**config.mk**
```make
export PLATFORM = sky130hd
export DESIGN_NAME = if_id_queue
export DESIGN_NICKNAME = d
export VERILOG_FILES = /design/src/rtl/if_id_queue_pkg.sv /design/src/rtl/if_id_queue_pipe_fifo.sv /design/src/rtl/if_id_queue.sv
export SDC_FILE = /design/constraint.sdc
export NUM_CORES = 1
export LEC_CHECK = 0
export ABC_CLOCK_PERIOD_IN_PS = 8200
export CAP_MARGIN = 40
export CORE_ASPECT_RATIO = 0.6
export CORE_MARGIN = 2
export CORE_UTILIZATION = 40
export DETAILED_ROUTE_END_ITERATION = 8
export MAX_ROUTING_LAYER = met4
export PLACE_DENSITY_LB_ADDON = 0.08
export REMOVE_ABC_BUFFERS = 1
export SLEW_MARGIN = 40
export SYNTH_ARGS = -nofsm -noshare
export SYNTH_HDL_FRONTEND = slang
export SYNTH_SLANG_ARGS = --single-unit
```
**constraint.sdc**
```tcl
create_clock -name clk -period 8.2 [get_ports clk]
set_input_delay 1.64 -clock clk [delete_from_list [all_inputs] [get_ports clk]]
set_output_delay 1.64 -clock clk [all_outputs]
set_load 0.02 [all_outputs]
```
**src/rtl/if_id_queue_pkg.sv**
```systemverilog
// Shared constants for the IF/ID instruction queue.
// Holds the stall polarity, the bubble word and the default bus widths.
package if_id_queue_pkg;

  localparam logic        NoStop       = 1'b0;
  localparam logic [31:0] ZeroWord     = 32'h0000_0000;
  localparam int          InstAddrBusW = 32;
  localparam int          InstBusW     = 32;

  // Decode may take a new instruction only when its stall bit is clear.
  function automatic logic isAdvance(input logic decodeStall);
    return decodeStall == NoStop;
  endfunction

endpackage

```
**src/rtl/if_id_queue_pipe_fifo.sv**
```systemverilog
// pipe_fifo: circular buffer of {pc,inst} entries with occupancy count and full/empty flags.
// A clear empties the buffer and drops any same-cycle push or pop.
module pipe_fifo #(
  parameter  int DEPTH  = 4,
  parameter  int DATA_W = 64,
  localparam int PTR_W  = $clog2(DEPTH),
  localparam int CNT_W  = PTR_W + 1
) (
  input  logic              clk,
  input  logic              rst,
  input  logic              clear_i,
  input  logic              push_i,
  input  logic              pop_i,
  input  logic [DATA_W-1:0] wdata_i,
  output logic [DATA_W-1:0] rdata_o,
  output logic              full_o,
  output logic              empty_o,
  output logic [CNT_W-1:0]  count_o
);

  logic [DATA_W-1:0] mem_q [DEPTH];
  logic [PTR_W-1:0]  wrPtr_q, wrPtr_d;
  logic [PTR_W-1:0]  rdPtr_q, rdPtr_d;
  logic [CNT_W-1:0]  count_q, count_d;
  logic              doPush;
  logic              doPop;

  assign full_o  = (count_q == CNT_W'(DEPTH));
  assign empty_o = (count_q == '0);
  assign count_o = count_q;
  assign rdata_o = mem_q[rdPtr_q];
  assign doPush  = push_i & ~full_o & ~clear_i;
  assign doPop   = pop_i & ~empty_o & ~clear_i;

  always_ff @(posedge clk) begin
    if (doPush) mem_q[wrPtr_q] <= wdata_i;
  end

  // Pointers wrap naturally because DEPTH is a power of two.
  always_comb begin
    wrPtr_d = wrPtr_q;
    rdPtr_d = rdPtr_q;
    count_d = count_q;
    if (clear_i) begin
      wrPtr_d = '0;
      rdPtr_d = '0;
      count_d = '0;
    end else begin
      if (doPush) wrPtr_d = wrPtr_q + PTR_W'(1);
      if (doPop)  rdPtr_d = rdPtr_q + PTR_W'(1);
      count_d = count_q + CNT_W'(doPush) - CNT_W'(doPop);
    end
  end

  always_ff @(posedge clk or posedge rst) begin
    if (rst) begin
      wrPtr_q <= '0;
      rdPtr_q <= '0;
      count_q <= '0;
    end else begin
      wrPtr_q <= wrPtr_d;
      rdPtr_q <= rdPtr_d;
      count_q <= count_d;
    end
  end

endmodule

```
**src/rtl/if_id_queue.sv**
```systemverilog
// IF/ID decoupling stage: DEPTH-entry instruction queue feeding a registered decode slot.
// Define IFID_BYPASS_EN to load fetch straight into decode when the queue is empty.
module if_id_queue
  import if_id_queue_pkg::*;
#(
  parameter  int DEPTH   = 4,
  parameter  int ADDR_W  = InstAddrBusW,
  parameter  int INST_W  = InstBusW,
  parameter  int STALL_W = 6,
  localparam int CNT_W   = $clog2(DEPTH) + 1
) (
  input  logic               clk,
  input  logic               rst,
  input  logic [STALL_W-1:0] stall,
  input  logic               flush,
  input  logic               if_valid,
  input  logic [ADDR_W-1:0]  if_pc,
  input  logic [INST_W-1:0]  if_inst,
  output logic               if_ready,
  output logic               id_valid,
  output logic [ADDR_W-1:0]  id_pc,
  output logic [INST_W-1:0]  id_inst,
  output logic [CNT_W-1:0]   q_count
);

  logic                     advance;
  logic                     fifoFull;
  logic                     fifoEmpty;
  logic                     takeBypass;
  logic                     fifoPush;
  logic                     fifoPop;
  logic [ADDR_W+INST_W-1:0] fifoRdata;
  logic                     idValid_q, idValid_d;
  logic [ADDR_W-1:0]        idPc_q, idPc_d;
  logic [INST_W-1:0]        idInst_q, idInst_d;
  logic                     stall_unused;

  // Only the decode stall bit matters here; fetch stalls arrive as if_valid=0.
  assign stall_unused = ^{stall[STALL_W-1:3], stall[1:0]};
  assign advance      = isAdvance(stall[2]);

`ifdef IFID_BYPASS_EN
  assign takeBypass = advance & fifoEmpty & if_valid & ~flush;
`else
  assign takeBypass = 1'b0;
`endif

  assign if_ready = ~fifoFull;
  assign fifoPush = if_valid & ~fifoFull & ~flush & ~takeBypass;
  assign fifoPop  = advance & ~fifoEmpty & ~flush;

  pipe_fifo #(
    .DEPTH  (DEPTH),
    .DATA_W (ADDR_W + INST_W)
  ) u_fifo (
    .clk     (clk),
    .rst     (rst),
    .clear_i (flush),
    .push_i  (fifoPush),
    .pop_i   (fifoPop),
    .wdata_i ({if_pc, if_inst}),
    .rdata_o (fifoRdata),
    .full_o  (fifoFull),
    .empty_o (fifoEmpty),
    .count_o (q_count)
  );

  // Flush beats stall, stall beats pop; an empty advancing queue yields a bubble.
  always_comb begin
    idValid_d = idValid_q;
    idPc_d    = idPc_q;
    idInst_d  = idInst_q;
    if (flush) begin
      idValid_d = 1'b0;
      idPc_d    = '0;
      idInst_d  = INST_W'(ZeroWord);
    end else if (advance) begin
      if (!fifoEmpty) begin
        idValid_d          = 1'b1;
        {idPc_d, idInst_d} = fifoRdata;
      end
`ifdef IFID_BYPASS_EN
      else if (if_valid) begin
        idValid_d = 1'b1;
        idPc_d    = if_pc;
        idInst_d  = if_inst;
      end
`endif
      else begin
        idValid_d = 1'b0;
        idPc_d    = '0;
        idInst_d  = INST_W'(ZeroWord);
      end
    end
  end

  always_ff @(posedge clk or posedge rst) begin
    if (rst) begin
      idValid_q <= 1'b0;
      idPc_q    <= '0;
      idInst_q  <= INST_W'(ZeroWord);
    end else begin
      idValid_q <= idValid_d;
      idPc_q    <= idPc_d;
      idInst_q  <= idInst_d;
    end
  end

  assign id_valid = idValid_q;
  assign id_pc    = idPc_q;
  assign id_inst  = idInst_q;

endmodule

```
==> results.txt <==
----------------------------------------------------
[Pwr]
  Net switching component of the power ... 1016 uW
  P_leak ... 0.005173 uW
  Power share of the combinational group ... 0.160
  Overall power of the completed layout ... 4312 uW
  Net Sw Frac ... 0.2357
  Max rail drop VDD ... 0.1307 mV
  Fraction of power consumed by the clock network ... 0.374
  Sequential cell fraction of total power ... 0.466
  Power per unit of standard cell area ... 285.8 mW/mm^2
  Internal Dissipation ... 3296 uW

[Timing]
  Count of endpoints failing hold in the final timing report ... 0
  Maximum achievable frequency ... 255.6 MHz
  RSZ-0062 raised after global routing ... no
  Clock period minus final worst setup slack ... 3913 ps
  Number of max-slew violations in the final report ... 0
  Worst-Margin Slew ... 722.2 ps
  Share of the clock period used by the worst path ... 0.4772
  Clock skew ... 14.45 ps
  Normalized max-slew margin ... 0.5186
  Summed negative setup slack over all endpoints ... 0 ps
  Final setup viols ... 0

[Worst setup path]
  Number of cells traversed by the worst register-to-register path ... 4
  Highest fanout seen on the critical path ... 5
  Setup crit end kind ... output pin
  Required time of the worst setup path ... 6560 ps
  Worst r2r src ... u_fifo.rdPtr_q[0]
  Crit-path max cell delay ... 580 ps
  Crit path kind ... flip-flop to output pin
  Critical path's slowest cell ... sky130_fd_sc_hd__clkdlybuf4s50_1
  Minimum setup slack among reg-to-reg paths ... 5980 ps
  Endpoint arrival time on the critical path ... 2270 ps
  Cell class contributing the biggest share of worst-path delay ... buffers and inverters
  Worst reg2reg endpoint ... id_pc[28]
  Buffers plus inverters on the worst setup path ... 2
  Startpoint kind of the worst setup timing path ... flip-flop
  CP cell instances ... nor3b_1 > inv_1 > clkdlybuf4s50_1

[Routing]
  Antenna Violating Nets Remaining ... 0
  DRC violations left ... 0
  Total detailed-routing wirelength ... 25.50 mm
  Vias per cell ... 5.200
  DR vias ... 5,803
  Iteration count of the initial detailed-routing pass ... 4
  DRC marker count from the first detailed-route iteration ... 325
  WL/cell ... 22.85 microns

[Yosys]
  Count of distinct cell types in the synthesized netlist ... 27
  Count of synthesis-stage warnings from yosys ... 0
  Cell area after technology mapping ... 0.01200 sq mm
  Share of the yosys chip area belonging to registers ... 0.7911
  Number of instances in the synthesized netlist ... 529
  Syn_area_per_cell ... 22.68 sq um
  Synthesized flop and latch total ... 328

[Clocking]
  Hold-fix buffer count after cts ... 0
  Cell at the root of the clock tree ... sky130_fd_sc_hd__clkbuf_16
  Setup Buffers After CTS ... 0
  Clock-pin slew on the worst setup and hold paths ... 60 ps
  CTS tree ... built
  Cts bufs inserted ... 31
  Resize count post-CTS ... 0
  Clock sinks ... 328
  Buffer levels on the longest clock path ... 3
  Number of H-tree branching levels ... 1
  Worst skew pair latency ... 560 ps

[Floorplan]
  Die width ... 227.6 microns
  Ports placed on the boundary ... 143
  Number of rows created at floorplan ... 49
  Initial core utilization ... 0.4034
  Die Outline Area ... 0.03143 sq mm
  Height of the chip ... 138.1 microns
  Standard cell core area ... 0.02973 sq mm

[Global routing]
  Remaining Overflow, GRT ... 0
  Largest net degree at the start of global routing ... 66
  Number of global-route vias before repair ... 6,328
  Wire length of the first global-routing pass ... 39.27 mm
  Number of antenna violations at the first check in global routing ... 1
  Total routing resource utilization after global routing ... 0.1724

[Flow run]
  Max Cap Violations ... 0

[Hold path]
  Worst Hold Launch ... id_inst[9]
  Path type of the worst min-delay path ... flip-flop to flip-flop
  Instance count along the most critical hold path ... 1
  Worst-case hold path end point ... id_inst[9]

[Placed design]
  Buffers on Ports ... 137
  Placer Congestion ... 0.7132
  Total half-perimeter wirelength after legalization and detailed placement ... 13.98 mm
  Cell count after placement ... 1,057

[Layout]
  Area added between synthesis and finish ... 25.81%
  Final cell count without fillers ... 1,116
  Share of cells above drive strength 1 ... 0.1924
  Post-layout net count ... 764
  Final Util ... 0.5075

[Outcome]
  Status ... completed

----------------------------------------------------
cell usage in the layout (no fill, tap or decap), drive strengths merged, types with 3 or more instances in the layout:
master,instances
mux4,64
clkdlybuf4s50,137
and2,4
ha,6
inv,9
clkinv,7
a22o,64
a21oi,4
nor3,3
o21ai,3
bufinv,10
buf,14
clkbuf,38
edfxtp,256
dfrtp,72
cells by family (layout without fill, tap and decap cells):
group | count (synthesis) | in the layout | share of synthesized area
adders and majority gates | 7 | 7 | 0.007927
muxes | 64 | 64 | 0.1202
other | 0 | 1 | 0
xor gates and xnor gates | 2 | 2 | 0.001461
AOI/OAI and AO/OA | 73 | 73 | 0.05090
DFF | 328 | 328 | 0.7911
buffers and inverters | 39 | 217 | 0.02044
and+or+nand+nor | 16 | 16 | 0.008032
power by group through the flow:
stage	combinational [uW]	clock [uW]	sequential (uW)
6_report	692	1610	2010
3_3_place_gp	675	0	2040
3_5_place_dp	699	0	2040
2_1_floorplan	318	0	2130
5_1_grt	747	1720	2020
4_1_cts	700	1650	2010
per-layer routing:
layer	up-vias	track usage	wire (microns)	share of wire
met5	-	-	0	0
met4	0	0.03371	410	0.016
met3	36	0.03613	1246	0.049
met2	125	0.2803	12550	0.49
met1	3128	0.2271	11300	0.44
li1	2514	-	-	-
how the worst max path moves through the flow:
stage,from,endpoint,slack [ps],depth (start not counted)
final,u_fifo.count_o[1],if_ready,4290,3
after global routing,u_fifo.count_o[1],if_ready,4170,3
after CTS,u_fifo.count_o[1],if_ready,4300,3
after detailed placement,flush,u_fifo.mem_q[0][13],4160,4
after global placement,flush,u_fifo.mem_q[0][46],3920,3
after floorplan,stall[2],u_fifo.count_o[2],1570,8
metrics by stage:
stage	instance area, sq um	hold slack (ps)	setup WS (ps)
detailed placement	13910	483.6	4157
CTS	15060	508.6	4301
global route	15090	522.9	4169
global placement	13740	462.8	3919
floorplan	11780	551.2	1568
finish	15090	501.4	4287
cells in the mapped netlist:
cell	number	area (sq um)
sky130_fd_sc_hd__nor3b_1	1	7.510
sky130_fd_sc_hd__a22o_1	64	560.5
sky130_fd_sc_hd__clkbuf_1	8	30.03
sky130_fd_sc_hd__or3_1	1	6.260
sky130_fd_sc_hd__dfrtp_1	72	1802
sky130_fd_sc_hd__nor2_1	2	7.510
sky130_fd_sc_hd__nand3_1	2	10.01
sky130_fd_sc_hd__a21o_1	1	7.510
sky130_fd_sc_hd__buf_12	4	80.08
sky130_fd_sc_hd__edfxtp_1	256	7687
sky130_fd_sc_hd__fa_1	1	20.02
sky130_fd_sc_hd__and2_1	4	25.02
sky130_fd_sc_hd__buf_6	2	22.52
sky130_fd_sc_hd__xor2_1	1	8.760
sky130_fd_sc_hd__a21oi_1	4	20.02
sky130_fd_sc_hd__nor2b_1	2	12.51
sky130_fd_sc_hd__o21ai_0	3	15.01
sky130_fd_sc_hd__or4_1	1	7.510
sky130_fd_sc_hd__nor3_1	2	10.01
sky130_fd_sc_hd__ha_1	6	75.07
sky130_fd_sc_hd__mux4_2	64	1441
sky130_fd_sc_hd__inv_1	9	33.78
sky130_fd_sc_hd__nor3_2	1	10.01
sky130_fd_sc_hd__xnor2_1	1	8.760
sky130_fd_sc_hd__buf_2	15	75.07
sky130_fd_sc_hd__buf_1	1	3.750
sky130_fd_sc_hd__o31ai_1	1	7.510
registers in the layout, indices dropped and copies added (netlist names):
name            count
u_fifo.rdPtr_q      2
id_inst            32
u_fifo.mem_q      256
u_fifo.count_o      3
u_fifo.wrPtr_q      2
id_pc              32
id_valid            1
cell type report:
| type | count | area, sq um |
|---|---|---|
| Timing Repair Buffer | 151 | 1608 |
| Clock inverter | 19 | 351.6 |
| Clock buffer | 38 | 802.0 |
| Inverter | 9 | 36.28 |
| Fill cell | 2375 | 14640 |
| Multi-Input combinational cell | 162 | 2283 |
| Antenna cell | 1 | 2.502 |
| Sequential cell | 328 | 9497 |
| Tap cell | 408 | 510.5 |
(Power assumes the default switching activity.)
